## config.mk

```make
export PLATFORM = sky130hd
export DESIGN_NAME = pll_reset_sequencer
export DESIGN_NICKNAME = d
export VERILOG_FILES = /design/src/rtl/pll_reset_pkg.sv /design/src/rtl/pll_reset_sequencer_sync_ff.sv /design/src/rtl/pll_reset_sequencer.sv
export SDC_FILE = /design/constraint.sdc
export NUM_CORES = 1
export LEC_CHECK = 0
export CAP_MARGIN = 20
export CORE_ASPECT_RATIO = 2
export CORE_UTILIZATION = 30
export DETAILED_ROUTE_END_ITERATION = 6
export HOLD_SLACK_MARGIN = 0.03
export SLEW_MARGIN = 0
export SYNTH_ARGS = -nofsm -noshare
export SYNTH_HDL_FRONTEND = slang
export SYNTH_SLANG_ARGS = --single-unit
```

## constraint.sdc

```tcl
create_clock -name clk -period 6.25 [get_ports clk]
set_clock_uncertainty 0.2 [all_clocks]
set_input_delay 1.25 -clock clk [delete_from_list [all_inputs] [get_ports clk]]
set_output_delay 1.25 -clock clk [all_outputs]
set_load 0.02 [all_outputs]
```

## src/rtl/pll_reset_pkg.sv

```systemverilog
// Shared state encoding for the PLL reset sequencer.
package pll_reset_pkg;

    localparam int STATE_WIDTH = 2;

    typedef enum logic [STATE_WIDTH-1:0] {
        HOLD      = 2'd0,
        WAIT_LOCK = 2'd1,
        STABLE    = 2'd2,
        RUN       = 2'd3
    } state_t;

endpackage

```

## src/rtl/pll_reset_sequencer_sync_ff.sv

```systemverilog
// N-stage flip-flop synchroniser with synchronous clear.
module sync_ff #(
    parameter int unsigned STAGES = 2
) (
    input  logic clk,
    input  logic clr_i,
    input  logic d_i,
    output logic q_o
);

    logic [STAGES-1:0] chain_q;

    always_ff @(posedge clk) begin
        if (clr_i) begin
            chain_q <= '0;
        end else begin
            chain_q <= {chain_q[STAGES-2:0], d_i};
        end
    end

    assign q_o = chain_q[STAGES-1];

endmodule

```

## src/rtl/pll_reset_sequencer.sv

```systemverilog
// Sequenced system reset from PLL lock and board button, on the reference clock.
//
// state     | meaning
// HOLD      | reset held for RESET_HOLD_CYCLES
// WAIT_LOCK | waiting for lock with button released
// STABLE    | lock must stay high for LOCK_STABLE_CYCLES
// RUN       | reset released, watching for lock loss
module pll_reset_sequencer
    import pll_reset_pkg::*;
#(
    parameter int unsigned SYNC_STAGES        = 2,
    parameter int unsigned RESET_HOLD_CYCLES  = 16,
    parameter int unsigned LOCK_STABLE_CYCLES = 1200,
    parameter int unsigned CNT_WIDTH          = 16,
    parameter int unsigned LOSS_CNT_WIDTH     = 8
) (
    input  logic                      clk,
    input  logic                      reset,
    input  logic                      isLocked,
    input  logic                      buttonReset,
    output logic                      resetOut,
    output logic                      systemReady,
    output logic [LOSS_CNT_WIDTH-1:0] lossCount,
    output logic [STATE_WIDTH-1:0]    state
);

    localparam logic [CNT_WIDTH-1:0] HOLD_LAST   = CNT_WIDTH'(RESET_HOLD_CYCLES - 1);
    localparam logic [CNT_WIDTH-1:0] STABLE_LAST = CNT_WIDTH'(LOCK_STABLE_CYCLES - 1);
    localparam logic [LOSS_CNT_WIDTH-1:0] LOSS_MAX = '1;

    logic lock_sync;
    logic button_sync;

    state_t                    state_q, state_d;
    logic [CNT_WIDTH-1:0]      cnt_q, cnt_d;
    logic [LOSS_CNT_WIDTH-1:0] loss_q, loss_d;
    logic                      reset_out_q;
    logic                      ready_q;

    sync_ff #(.STAGES(SYNC_STAGES)) u_sync_lock (
        .clk   (clk),
        .clr_i (reset),
        .d_i   (isLocked),
        .q_o   (lock_sync)
    );

    sync_ff #(.STAGES(SYNC_STAGES)) u_sync_button (
        .clk   (clk),
        .clr_i (reset),
        .d_i   (buttonReset),
        .q_o   (button_sync)
    );

    always_comb begin
        state_d = state_q;
        cnt_d   = cnt_q;
        loss_d  = loss_q;
        // A lock loss in RUN is counted even when the button fires in the same cycle.
        if (state_q == RUN && !lock_sync && loss_q != LOSS_MAX) begin
            loss_d = loss_q + LOSS_CNT_WIDTH'(1);
        end
        if (button_sync) begin
            state_d = HOLD;
            cnt_d   = '0;
        end else begin
            unique case (state_q)
                HOLD: begin
                    if (cnt_q == HOLD_LAST) begin
                        state_d = WAIT_LOCK;
                        cnt_d   = '0;
                    end else begin
                        cnt_d = cnt_q + CNT_WIDTH'(1);
                    end
                end
                WAIT_LOCK: begin
                    if (lock_sync) begin
                        state_d = STABLE;
                        cnt_d   = '0;
                    end
                end
                STABLE: begin
                    if (!lock_sync) begin
                        state_d = WAIT_LOCK;
                        cnt_d   = '0;
                    end else if (cnt_q == STABLE_LAST) begin
                        state_d = RUN;
                        cnt_d   = '0;
                    end else begin
                        cnt_d = cnt_q + CNT_WIDTH'(1);
                    end
                end
                RUN: begin
                    if (!lock_sync) begin
                        state_d = HOLD;
                        cnt_d   = '0;
                    end
                end
                default: begin
                    state_d = HOLD;
                    cnt_d   = '0;
                end
            endcase
        end
    end

    always_ff @(posedge clk) begin
        if (reset) begin
            state_q     <= HOLD;
            cnt_q       <= '0;
            loss_q      <= '0;
            reset_out_q <= 1'b1;
            ready_q     <= 1'b0;
        end else begin
            state_q     <= state_d;
            cnt_q       <= cnt_d;
            loss_q      <= loss_d;
            reset_out_q <= (state_d != RUN);
            // Ready lags the reset release by one cycle but drops with it immediately.
            ready_q     <= !reset_out_q && (state_d == RUN);
        end
    end

    assign resetOut    = reset_out_q;
    assign systemReady = ready_q;
    assign lossCount   = loss_q;
    assign state       = state_q;

endmodule
```

==> results.json <==
{
  "status": "completed",
  "path_buf_inv": 1,
  "dp.cells": 215,
  "cts_tree": "built",
  "r2r-start": "cnt_q[0]",
  "drt_pre_antenna_iters": 4,
  "synthMuxAreaShare": 0.0142,
  "syn_area_per_cell_sq_um": 9.50,
  "detail_route.wl_per_cell_um": 11.6,
  "grt_pass1_wl_um": 4510,
  "ys_ff_latch": 32,
  "cp_data_required_time_ns": 4.80,
  "path_clk_slew_ns": 0.06,
  "cp-start-kind": "flop",
  "startpoint": "state[0]",
  "max_stage_delay_ns": 0.66,
  "ant_nets": 0,
  "grtUsageTotal": 0.121,
  "hpwl_um": 1930,
  "cp.arrival_ns": 1.38,
  "power.leakage_nw": 0.583,
  "htreeDepth": 2,
  "fp-row-count": 34,
  "path_class": "reg2out",
  "combPwrFrac": 0.032,
  "ir_drop_mv": 0.114,
  "cts_setup_buffers": 0,
  "dr_total_vias": 1084,
  "worstRegToRegCells": 6,
  "die_area_sq_um": 4980,
  "numCtsBuffers": 5,
  "netlist_area_sq_um": 1410,
  "clock_latency_ns": 0.28,
  "whs_path_depth": 1,
  "worst_r2r_endpoint": "cnt_q[3]",
  "pwr-share-clk": 0.399,
  "endpoint": "state[0]",
  "max_freq_ghz": 0.353,
  "ys_types": 36,
  "routed_wl_um": 2580,
  "layout-drive-gt1-share": 0.119,
  "synth_fp_nets": 154,
  "clockBufferDepth": 2,
  "intPower_w": 0.000288,
  "path_cells": "clkdlybuf4s50_1",
  "overflow": 0,
  "route.detailed.drc": 0,
  "final-max-slew-violation-count": 0,
  "crit_family": "buffers and inverters",
  "final_cell_mix": "32 x dfxtp_1, 19 x nor2_1, 15 x clkdlybuf4s50_1",
  "core_sq_um": 4420,
  "final_common_cell": "dfxtp_1",
  "synth_compound_area_frac": 0.0623,
  "fin_hold_ws_ns": 0.217,
  "area_growth_pct": 19.9,
  "io_buffer_count": 15,
  "switching_power_w": 0.0000791,
  "cp.depth": 1,
  "grt_max_degree": 16,
  "stdcell_count": 222,
  "synth_xor_area_frac": 0.125,
  "cp-end-kind": "output pin",
  "synth-seq-area-share": 0.456,
  "cts_sinks": 32,
  "die_h_um": 98.8,
  "antenna-diode-count": 0,
  "gp_congestion": 0.767,
  "drt_iter0_drc": 14,
  "period_share": 0.453,
  "crit_path_max_fanout": 8,
  "min-delay-path-class": "reg2reg",
  "synthSimpleGateAreaFrac": 0.310,
  "antenna_found_initial": 0,
  "cap_violations": 0,
  "ctsResizeCount": 0,
  "synth_enable_flop_cells": 0,
  "p_sw_frac": 0.216,
  "cpMaxStageDelayCell": "clkdlybuf4s50_1",
  "synth_top_family_by_area": "simple AND/OR/NAND/NOR gates",
  "cts-root-buf": "clkbuf_8",
  "synthArstFlopShare": 0,
  "slew_headroom": 0.566,
  "viasPerCell": 4.88,
  "setup_tns_ns": 0,
  "fin_crit_ns": 2.83,
  "die_w_um": 50.4,
  "setup_viol": 0,
  "syn-instance-count": 148,
  "ys_warn_count": 0,
  "post-route-util": 0.381,
  "r2r_setup_slack_ns": 3.81,
  "final-hold-violation-count": 0,
  "cts_hold_buffers": 0,
  "nets": 174,
  "power_frac_seq": 0.569,
  "io_pins": 16,
  "grt_pass1_vias": 1079,
  "start_util": 0.318,
  "synth_adder_area_share": 0.0178,
  "tightest_slew_ns": 0.646,
  "synth_top_flop_cell": "dfxtp_1",
  "rsz0062_at_grt": "no",
  "p_per_area_nw_per_um2": 217
}
==> flip-flops by register name, indices dropped and copies added, names as in the netlist <==
register               count
u_sync_button.chain_q      2
lossCount                  8
resetOut                   1
systemReady                1
cnt_q                     16
u_sync_lock.chain_q        2
state                      2
==> cell type report <==
cell class                      count  area (sq um)
Clock inverter                      1          5.00
Sequential cell                    32           641
Timing Repair Buffer               15           150
Multi-Input combinational cell    112           743
Inverter                            2          7.51
Fill cell                         479          2740
Tap cell                           54          67.6
Clock buffer                        6          72.6
==> power by group through the flow <==
stage | combinational, W | clock [W] | sequential, W
global placement | 0.0000119 | 0 | 0.000213
finish | 0.0000116 | 0.000146 | 0.000209
CTS | 0.0000120 | 0.000152 | 0.000209
floorplan | 0.00000907 | 0 | 0.000213
global route | 0.0000131 | 0.000159 | 0.000209
detailed placement | 0.0000120 | 0 | 0.000213
==> routing by layer <==
metal,up-vias,routed length [um],GRT usage
met5,-,0,0
met4,0,63,0.0641
met3,7,103,0.0386
met2,15,1450,0.234
met1,514,956,0.102
li1,548,-,-
==> cell usage after synthesis, drive strengths merged (2+ instances only) <==
library cell,n,area share
nor2,25,0.077
xor2,13,0.081
nand2,8,0.021
and3,3,0.013
and4,2,0.013
mux2i,2,0.014
nand4,4,0.018
nand3,12,0.043
o21ai,5,0.026
xnor2,7,0.044
nor2b,5,0.022
inv,2,0.0053
dfxtp,32,0.46
and2,2,0.0089
ha,2,0.018
nor4,2,0.024
nor3,5,0.018
or3,2,0.0089
a21oi,3,0.011
==> worst reg2reg max path, delay by kind of cell, from the launching register on <==
kind / cells / cell delay (ns)
adder cells (fa/ha/maj): 1 / 0.21
AO/OA/AOI/OAI: 2 / 0.57
AND/OR/NAND/NOR: 3 / 0.97
flip-flops: 1 / 0.37
==> per-stage QoR <==
stage | area, sq um | total power [W] | worst slack [ns]
floorplan | 1410 | 0.000222 | 4.07
global placement | 1610 | 0.000225 | 3.26
detailed placement | 1610 | 0.000225 | 3.20
CTS | 1690 | 0.000373 | 3.41
global route | 1690 | 0.000381 | 3.33
finish | 1690 | 0.000367 | 3.42
==> kinds of logic (layout without fill, tap and decap cells) <==
group,count (synthesis),in the layout
AND/OR/NAND/NOR,76,76
flip-flops,32,32
XOR/XNOR,20,20
AO/OA/AOI/OAI,12,12
buffers and inverters,4,24
adder cells (fa/ha/maj),2,2
multiplexers,2,2
==> how the worst min path moves through the flow <==
stage	from	slack, ns	to
after floorplan	u_sync_button.chain_q[0]	0.21	u_sync_button.chain_q[1]
after global placement	resetOut	0.21	systemReady
after detailed placement	resetOut	0.21	systemReady
after CTS	resetOut	0.22	systemReady
after global routing	resetOut	0.25	systemReady
final	resetOut	0.22	systemReady
(Power assumes the default switching activity.)
